### src/rtl/ebpc_pkg.sv
// Shared EBPC definitions: block-size limits, packer defaults and packer FSM states.
package ebpc_pkg;

    localparam int unsigned LOG_MAX_WORDS  = 8;
    localparam int unsigned MAX_WORDS      = 2 ** LOG_MAX_WORDS;
    localparam int unsigned PACK_N_DEFAULT = 4;

    typedef enum logic {
        StIdle,
        StFill
    } packer_state_e;

endpackage

### src/rtl/ebpc_packer_obuf.sv
// Output beat register for the data packer: holds data/strb/last stable until accepted.
module ebpc_packer_obuf #(
    parameter int unsigned DATA_W = 8,
    parameter int unsigned PACK_N = 4
) (
    input  logic                     clk_i,
    input  logic                     rst_ni,
    input  logic                     load_i,
    input  logic [DATA_W*PACK_N-1:0] data_i,
    input  logic [PACK_N-1:0]        strb_i,
    input  logic                     last_i,
    output logic [DATA_W*PACK_N-1:0] data_o,
    output logic [PACK_N-1:0]        strb_o,
    output logic                     last_o,
    output logic                     vld_o,
    input  logic                     rdy_i
);

    logic [DATA_W*PACK_N-1:0] data_q, data_d;
    logic [PACK_N-1:0]        strb_q, strb_d;
    logic                     last_q, last_d;
    logic                     vld_q, vld_d;

    always_comb begin
        data_d = data_q;
        strb_d = strb_q;
        last_d = last_q;
        vld_d  = vld_q;
        // A new beat may replace an outgoing one in the same edge, so load wins.
        if (load_i) begin
            data_d = data_i;
            strb_d = strb_i;
            last_d = last_i;
            vld_d  = 1'b1;
        end else if (vld_q && rdy_i) begin
            vld_d = 1'b0;
        end
    end

    always_ff @(posedge clk_i or negedge rst_ni) begin
        if (!rst_ni) begin
            data_q <= '0;
            strb_q <= '0;
            last_q <= 1'b0;
            vld_q  <= 1'b0;
        end else begin
            data_q <= data_d;
            strb_q <= strb_d;
            last_q <= last_d;
            vld_q  <= vld_d;
        end
    end

    assign data_o = data_q;
    assign strb_o = strb_q;
    assign last_o = last_q;
    assign vld_o  = vld_q;

endmodule

### src/rtl/ebpc_data_packer.sv
// Packs decoded words into PACK_N-lane beats per block; optional block counter via
// EBPC_PACKER_BLK_CNT_EN (adds blk_cnt_o).
module ebpc_data_packer
    import ebpc_pkg::*;
#(
    parameter int unsigned DATA_W = 8,
    parameter int unsigned PACK_N = PACK_N_DEFAULT
) (
    input  logic                     clk_i,
    input  logic                     rst_ni,
    input  logic [LOG_MAX_WORDS-1:0] num_words_i,
    input  logic                     num_words_vld_i,
    output logic                     num_words_rdy_o,
    input  logic [DATA_W-1:0]        data_i,
    input  logic                     vld_i,
    output logic                     rdy_o,
    output logic [DATA_W*PACK_N-1:0] data_o,
    output logic [PACK_N-1:0]        strb_o,
    output logic                     last_o,
    output logic                     vld_o,
    input  logic                     rdy_i
`ifdef EBPC_PACKER_BLK_CNT_EN
    ,
    output logic [15:0]              blk_cnt_o
`endif
);

    localparam int unsigned LANE_W = $clog2(PACK_N);
    localparam int unsigned BEAT_W = DATA_W * PACK_N;

    packer_state_e            state_q, state_d;
    logic [LANE_W-1:0]        lane_q, lane_d;
    logic [LOG_MAX_WORDS-1:0] remaining_q, remaining_d;
    logic [BEAT_W-1:0]        acc_data_q, acc_data_d;
    logic [PACK_N-1:0]        acc_strb_q, acc_strb_d;
    logic                     nw_rdy_q, nw_rdy_d;

    logic [BEAT_W-1:0] beat_data;
    logic [PACK_N-1:0] beat_strb;
    logic              complete;
    logic              final_word;
    logic              load;
    logic              rdy;
    logic              obuf_vld;

    assign complete   = (lane_q == LANE_W'(PACK_N - 1)) || (remaining_q == '0);
    assign final_word = (remaining_q == '0);

    always_comb begin
        beat_data = acc_data_q;
        beat_strb = acc_strb_q;
        for (int unsigned i = 0; i < PACK_N; i++) begin
            if (lane_q == LANE_W'(i)) begin
                beat_data[i*DATA_W +: DATA_W] = data_i;
                beat_strb[i]                  = 1'b1;
            end
        end
    end

    always_comb begin
        state_d     = state_q;
        lane_d      = lane_q;
        remaining_d = remaining_q;
        acc_data_d  = acc_data_q;
        acc_strb_d  = acc_strb_q;
        load        = 1'b0;
        rdy         = 1'b0;
        unique case (state_q)
            StIdle: begin
                if (num_words_vld_i && nw_rdy_q) begin
                    state_d     = StFill;
                    remaining_d = num_words_i;
                    lane_d      = '0;
                end
            end
            StFill: begin
                // Only a completing word needs the output register free.
                rdy = !(complete && obuf_vld && !rdy_i);
                if (vld_i && rdy) begin
                    if (complete) begin
                        load       = 1'b1;
                        acc_data_d = '0;
                        acc_strb_d = '0;
                        lane_d     = '0;
                    end else begin
                        acc_data_d = beat_data;
                        acc_strb_d = beat_strb;
                        lane_d     = lane_q + LANE_W'(1);
                    end
                    if (final_word) begin
                        state_d = StIdle;
                    end else begin
                        remaining_d = remaining_q - LOG_MAX_WORDS'(1);
                    end
                end
            end
            default: state_d = StIdle;
        endcase
        // Registered so the handshake stays low while reset is asserted.
        nw_rdy_d = (state_d == StIdle);
    end

    always_ff @(posedge clk_i or negedge rst_ni) begin
        if (!rst_ni) begin
            state_q     <= StIdle;
            lane_q      <= '0;
            remaining_q <= '0;
            acc_data_q  <= '0;
            acc_strb_q  <= '0;
            nw_rdy_q    <= 1'b0;
        end else begin
            state_q     <= state_d;
            lane_q      <= lane_d;
            remaining_q <= remaining_d;
            acc_data_q  <= acc_data_d;
            acc_strb_q  <= acc_strb_d;
            nw_rdy_q    <= nw_rdy_d;
        end
    end

    assign num_words_rdy_o = nw_rdy_q;
    assign rdy_o           = rdy;

    ebpc_packer_obuf #(
        .DATA_W (DATA_W),
        .PACK_N (PACK_N)
    ) u_obuf (
        .clk_i  (clk_i),
        .rst_ni (rst_ni),
        .load_i (load),
        .data_i (beat_data),
        .strb_i (beat_strb),
        .last_i (final_word),
        .data_o (data_o),
        .strb_o (strb_o),
        .last_o (last_o),
        .vld_o  (obuf_vld),
        .rdy_i  (rdy_i)
    );

    assign vld_o = obuf_vld;

`ifdef EBPC_PACKER_BLK_CNT_EN
    logic [15:0] blk_cnt_q, blk_cnt_d;

    always_comb begin
        blk_cnt_d = blk_cnt_q;
        if (obuf_vld && rdy_i && last_o) begin
            blk_cnt_d = blk_cnt_q + 16'd1;
        end
    end

    always_ff @(posedge clk_i or negedge rst_ni) begin
        if (!rst_ni) begin
            blk_cnt_q <= '0;
        end else begin
            blk_cnt_q <= blk_cnt_d;
        end
    end

    assign blk_cnt_o = blk_cnt_q;
`endif

endmodule

### config.mk
export PLATFORM = sky130hd
export DESIGN_NAME = ebpc_data_packer
export DESIGN_NICKNAME = d
export VERILOG_FILES = /design/src/rtl/ebpc_pkg.sv /design/src/rtl/ebpc_packer_obuf.sv /design/src/rtl/ebpc_data_packer.sv
export SDC_FILE = /design/constraint.sdc
export NUM_CORES = 1
export LEC_CHECK = 0
export BUFFER_PORTS_ARGS = -buffer_cell sky130_fd_sc_hd__buf_4
export CAP_MARGIN = 20
export CORE_UTILIZATION = 51
export CTS_BUF_LIST = sky130_fd_sc_hd__clkbuf_4 sky130_fd_sc_hd__clkbuf_8 sky130_fd_sc_hd__clkbuf_16
export DETAILED_ROUTE_END_ITERATION = 7
export PLACE_DENSITY = 0.72
export SLEW_MARGIN = 20
export SYNTH_ARGS = -nofsm -noshare
export SYNTH_HDL_FRONTEND = slang
export SYNTH_HIERARCHICAL = 1
export SYNTH_SLANG_ARGS = --single-unit
### constraint.sdc
create_clock -name clk_i -period 2.23 [get_ports clk_i]
set_clock_uncertainty 0.05 [all_clocks]
set_input_delay 0.223 -clock clk_i [delete_from_list [all_inputs] [get_ports clk_i]]
set_output_delay 0.223 -clock clk_i [all_outputs]
set_load 0.005 [all_outputs]
# Word-level counts from Yosys, hierarchy flattened

Index checks and enable logic that the tools add are counted.

Register bits: 86
Output and inout port bits: 40
Input port bits: 21
Logic and storage cells: 62

Bitwise logic cells: 2
Reduce and logical (&&, ||, !) cells: 14
Equality and inequality tests: 6
Add/sub/neg operators: 2
Mux-type cells: 28

Operator list:

| operator              | number |
|---|---|
| $mux W8               | 7 |
| $mux W32              | 1 |
| $pmux W8 S2           | 1 |
| $mux W1               | 13 |
| $logic_not A8 Y1      | 1 |
| $sub A8 B1 Y8 const B | 1 |
| $mux W2               | 3 |
| $logic_and A1 B1 Y1   | 5 |
| $eq A2 B2 Y1 const B  | 2 |
| $mux W4               | 1 |
| $ne A2 B2 Y1 const B  | 2 |
| $pmux W2 S2           | 1 |
| $reduce_and A2 Y1     | 2 |
| $reduce_and A3 Y1     | 1 |
| $add A2 B1 Y2 const B | 1 |
| $eq A2 B1 Y1 const B  | 1 |
| $logic_not A1 Y1      | 2 |
| $logic_not A2 Y1      | 1 |
| $ne A2 B1 Y1 const B  | 1 |
| $not A1 Y1            | 2 |
| $pmux W1 S2           | 1 |
| $reduce_bool A2 Y1    | 1 |
| $logic_or A1 B1 Y1    | 1 |

# Logic depth before layout (Yosys ltp)

Word-level depth: 9
Gate-level depth with buffers: 8
Depth with buffers taken out: 6

# Hierarchy

Netlist, hierarchy kept.

By module, submodules not included:

| module           | seq. area each (um^2) | cells each | area an instance (um^2) | instances |
|---|---|---|---|---|
| ebpc_data_packer | 1201.2                | 220        | 2506.2                  | 1 |
| ebpc_packer_obuf | 950.9                 | 81         | 1488.9                  | 1 |

# Least setup slack after synthesis

OpenSTA, ideal clock, no wires.

Path type: flip-flop to flip-flop
Start point: register remaining_q[2]
End point: register u_obuf.data_q[10], in the netlist u_obuf/data_o[10]
Required time: 2.055 ns
Arrival time: 1.899 ns
Period minus slack after synthesis: 2.074 ns
Slack: 0.156 ns
Cell stages (with the launch flop): 8
Buffers on the path: 3
Setup time: 0.125 ns
Path through: dfrtp_1 > nor3_4 > a31oi_1 > nor2_1 > buf_2 > buf_6 > buf_6 > mux2_4

Word-level cells in the longest chain between the ends: 8
Elaborated cells on any way between the ends: 9
Those cells by class: 3 x mux; 6 x reduce/logical

Ends and longest elaborated chain:

| item                             | line                    | RTL |
|---|---|---|
| start: declaration               | ebpc_data_packer.sv:33  | `logic [LOG_MAX_WORDS-1:0] remaining_q, remaining_d;` |
| start signal: assignment         | ebpc_data_packer.sv:114 | `remaining_q <= remaining_d;` |
| $logic_not A8 Y1 *               | ebpc_data_packer.sv:46  | `assign complete = (lane_q == LANE_W'(PACK_N - 1)) \|\| (remaining_q == '0);` |
| $logic_or A1 B1 Y1 *             | ebpc_data_packer.sv:46  |  |
| $logic_and A1 B1 Y1 (2 in a row) | ebpc_data_packer.sv:78  | `rdy = !(complete && obuf_vld && !rdy_i);` |
| $logic_not A1 Y1                 | ebpc_data_packer.sv:78  |  |
| $logic_and A1 B1 Y1              | ebpc_data_packer.sv:79  | `if (vld_i && rdy) begin` |
| $mux W1 *                        | ebpc_data_packer.sv:79  |  |
| $mux W1 *                        | ebpc_data_packer.sv:68  | `unique case (state_q)` |
| named net load                   | ebpc_data_packer.sv:42  | `logic load;` |
| end signal: assignment           | ebpc_packer_obuf.sv:47  | `data_q <= data_d;` |
| end: declaration                 | ebpc_packer_obuf.sv:19  | `logic [DATA_W*PACK_N-1:0] data_q, data_d;` |

The timed path passes the listed nets; every way through them passes the cells marked *.
A chain may end at the register's enable or synchronous reset.

# Worst setup path after layout

Start point: register remaining_q[5]
End point: output rdy_o

Word-level cells in the longest chain between the ends: 6

Ends and longest elaborated chain:

| item                             | line                   | RTL |
|---|---|---|
| $logic_not A8 Y1                 | ebpc_data_packer.sv:46 |  |
| $logic_or A1 B1 Y1               | ebpc_data_packer.sv:46 |  |
| $logic_and A1 B1 Y1 (2 in a row) | ebpc_data_packer.sv:78 |  |
| $logic_not A1 Y1                 | ebpc_data_packer.sv:78 |  |
| $mux W1                          | ebpc_data_packer.sv:68 |  |
| end: declaration                 | ebpc_data_packer.sv:16 | `output logic rdy_o,` |

No other way between the ends.

==> flow_metrics.py <==
metrics = {
    "critical_path": {
        "crit_chain": "nor3_2 > a31oi_2 > buf_4 > nor2_1 > nor2_1 > buf_4",
        "crit_arrival_ps": 1820,
        "cpPeakStageDelay_ps": 460,
        "crit_buf_inv": 2,
        "crit_fanout": 7,
        "cp_data_required_time_ps": 1960,
        "critical_path.top_delay_family": "simple AND/OR/NAND/NOR gates",
        "crit_slowest_cell": "dfrtp_1",
        "cp-end-kind": "output pin",
        "start_kind": "flip-flop",
        "path_class": "reg2out",
    },
    "route": {
        "dr_total_vias": 2711,
        "first_iter_violations": 82,
        "drc": 0,
        "wl_um": 8243,
        "wire_per_inst_um": 17.58,
        "drtPass1Iterations": 4,
        "via_per_inst": 5.780,
        "ant_nets": 0,
    },
    "synth": {
        "synth_ff_type": "dfrtp_1",
        "synthXorXnorAreaFrac": 0,
        "yosys.area_share.simple": 0.08143,
        "syn_area_per_cell_um2": 13.27,
        "async_reset_ff_frac": 1.000,
        "synth_compound_area_frac": 0.1121,
        "syn-cell-area_um2": 3995,
        "muxShareOfSynthArea": 0.2148,
        "synthesis.nets": 328,
        "synth_cells": 301,
        "synth_edf_count": 0,
        "synthAdderAreaFrac": 0.01879,
        "yosys_warnings": 6,
        "synth_top_family_by_area": "multiplexers",
        "ys_seq_area_frac": 0.5387,
        "yosysUniqueCellTypes": 42,
        "ys_ff_latch": 86,
    },
    "timing": {
        "max_freq_mhz": 477.4,
        "tightestPinTransition_ps": 694.6,
        "period_needed_ps": 2095,
        "fin_tns_setup_ps": 0,
        "hold_violations": 0,
        "setup_viol": 0,
        "layout_worst_path_cycle_share": 0.9393,
        "max-slew-margin-rel": 0.5352,
        "maxSlewViolCount": 0,
        "rsz0062_at_grt": "no",
        "setup_ws_ps": 135.4,
    },
    "floorplan": {
        "core_area_um2": 7408,
        "io_pins": 61,
        "num_rows": 31,
        "die_h_um": 90.51,
        "start_util": 0.5393,
        "die_w_um": 90.51,
        "dieArea_um2": 8191,
    },
    "clocking": {
        "holdBufCountCts": 1,
        "cts_tree": "done",
        "cts_setup_buffers": 0,
        "cts_buffers": 9,
        "cts.clk_slew.worst_paths_ps": 90,
        "cts_root_buffer": "clkbuf_8",
        "cts-resized-gates": 0,
        "clk_latency_ps": 350,
        "max-clock-path-buffers": 2,
        "htree_levels": 3,
        "clock_sinks": 86,
    },
    "final_layout": {
        "final_common_cell": "dfrtp_1",
        "drive_above_1_share": 0.4541,
        "area_delta_synth_final_pct": 20.11,
        "num-nets-final": 392,
        "final_cell_mix": "86 x dfrtp_1, 69 x buf_4, 50 x mux2_2",
        "regArea_um2": 2152,
        "num_antenna_cells": 0,
        "multi_input_area_um2": 1728,
        "n_fill_cell": 607,
        "stdcell_count": 469,
        "postLayoutCoreUtil": 0.6477,
    },
    "global_routing": {
        "grt_max_degree": 50,
        "grt_pass1_wl_um": 13900,
        "grt_usage": 0.2160,
        "grt_pass1_vias": 2721,
        "overflow": 0,
        "antenna_found_initial": 0,
    },
    "power_and_ir_drop": {
        "p_per_area_nw_per_um2": 1276,
        "ir_drop_mv": 0.5843,
        "p_leak_nw": 2.244,
    },
    "hold_path": {
        "min_path_type": "in2reg",
    },
    "place": {
        "place.gp.congestion": 0.8720,
        "pre_cts_slack_ps": 99.40,
        "placed_cells": 452,
        "portBuffers": 60,
        "dp_hpwl_um": 5593,
    },
    "status": {
        "status": "finished clean",
    },
    "flow_run": {
        "cap_viol_max_count": 0,
    },
}
registers in the layout, summed over array words and instances, names as in the netlist:
signal and flops:
num_words_rdy_o 1, acc_data_q 32, lane_q 2, state_q 1, acc_strb_q 4, u_obuf/last_o 1
remaining_q 8, u_obuf/vld_o 1, u_obuf/data_o 32, u_obuf/strb_o 4
cells in the mapped netlist (7+ instances only):
master | number | share of area
buf_2 | 7 | 0.0088
dfrtp_1 | 86 | 0.54
nor2_1 | 9 | 0.0085
mux2_2 | 50 | 0.14
a32o_1 | 27 | 0.068
clkbuf_1 | 9 | 0.0085
mux2_4 | 19 | 0.071
inv_1 | 8 | 0.0075
nor2b_1 | 11 | 0.017
nand3_1 | 7 | 0.0088
nand2_1 | 11 | 0.010
worst register-to-register path, stage by stage, from the launching register on:
cell and delay, ps:
dfrtp_1 460, nor3_2 300, a31oi_2 190, buf_4 190, nor2_4 140, buf_12 220, mux2_2 370
kinds of logic after synthesis:
| kind of cell | after synthesis |
|---|---|
| and+or+nand+nor | 59 |
| AOI/OAI and AO/OA | 52 |
| buffers and inverters | 28 |
| DFF | 86 |
| muxes | 70 |
| adders and majority gates | 6 |
area by class of cell:
| type | instances | area share |
|---|---|---|
| tap | 99 | 0.02581 |
| inverter | 9 | 0.007040 |
| multi-input combinational | 187 | 0.3601 |
| clock inverter | 6 | 0.01147 |
| timing repair buffer | 72 | 0.1184 |
| clock buffer | 10 | 0.02868 |
| sequential | 86 | 0.4485 |
where the power goes:
part | total (W) | internal [W] | leakage, nW | switching, W
Clock | 0.00105 | 0.000455 | 0.0925 | 0.000596
Sequential | 0.00255 | 0.00215 | 1.10 | 0.000402
Combinational | 0.00252 | 0.00146 | 1.05 | 0.00106
Total | 0.00612 | 0.00406 | 2.24 | 0.00206
worst paths after layout:
kind                                             from                            to  slack [ps]  cells past startpoint
max reg2reg                remaining_q[5]$_DFFE_PN0P_  u_obuf/strb_o[2]$_DFFE_PN0P_         200                      6
min                                    num_words_i[6]    remaining_q[6]$_DFFE_PN0P_          80                      3
max in group asynchronous                      rst_ni  u_obuf/data_o[9]$_DFFE_PN0P_        1130                      3
min in group asynchronous                      rst_ni  u_obuf/strb_o[3]$_DFFE_PN0P_         370                      2
min reg2reg                 acc_data_q[5]$_DFFE_PN0P_     acc_data_q[5]$_DFFE_PN0P_         440                      1
max                        remaining_q[5]$_DFFE_PN0P_                         rdy_o         140                      6
per-stage QoR:
step                area, um^2  total power, W  hold WS [ps]
CTS                       4791        0.006173         68.20
floorplan                 3995        0.004090        -122.6
detailed placement        4588        0.005123         224.4
global placement          4588        0.005024         221.7
global route              4798        0.006514         94.98
finish                    4798        0.006121         81.72
metal layers:
layer | vias up | global-route usage | part of all wire
met2 | 84 | 0.3232 | 0.46
li1 | 1238 | - | -
met4 | 0 | 0.09274 | 0.019
met3 | 17 | 0.03030 | 0.041
met1 | 1372 | 0.3139 | 0.48
met5 | - | 0 | 0
(Power assumes the default switching activity.)
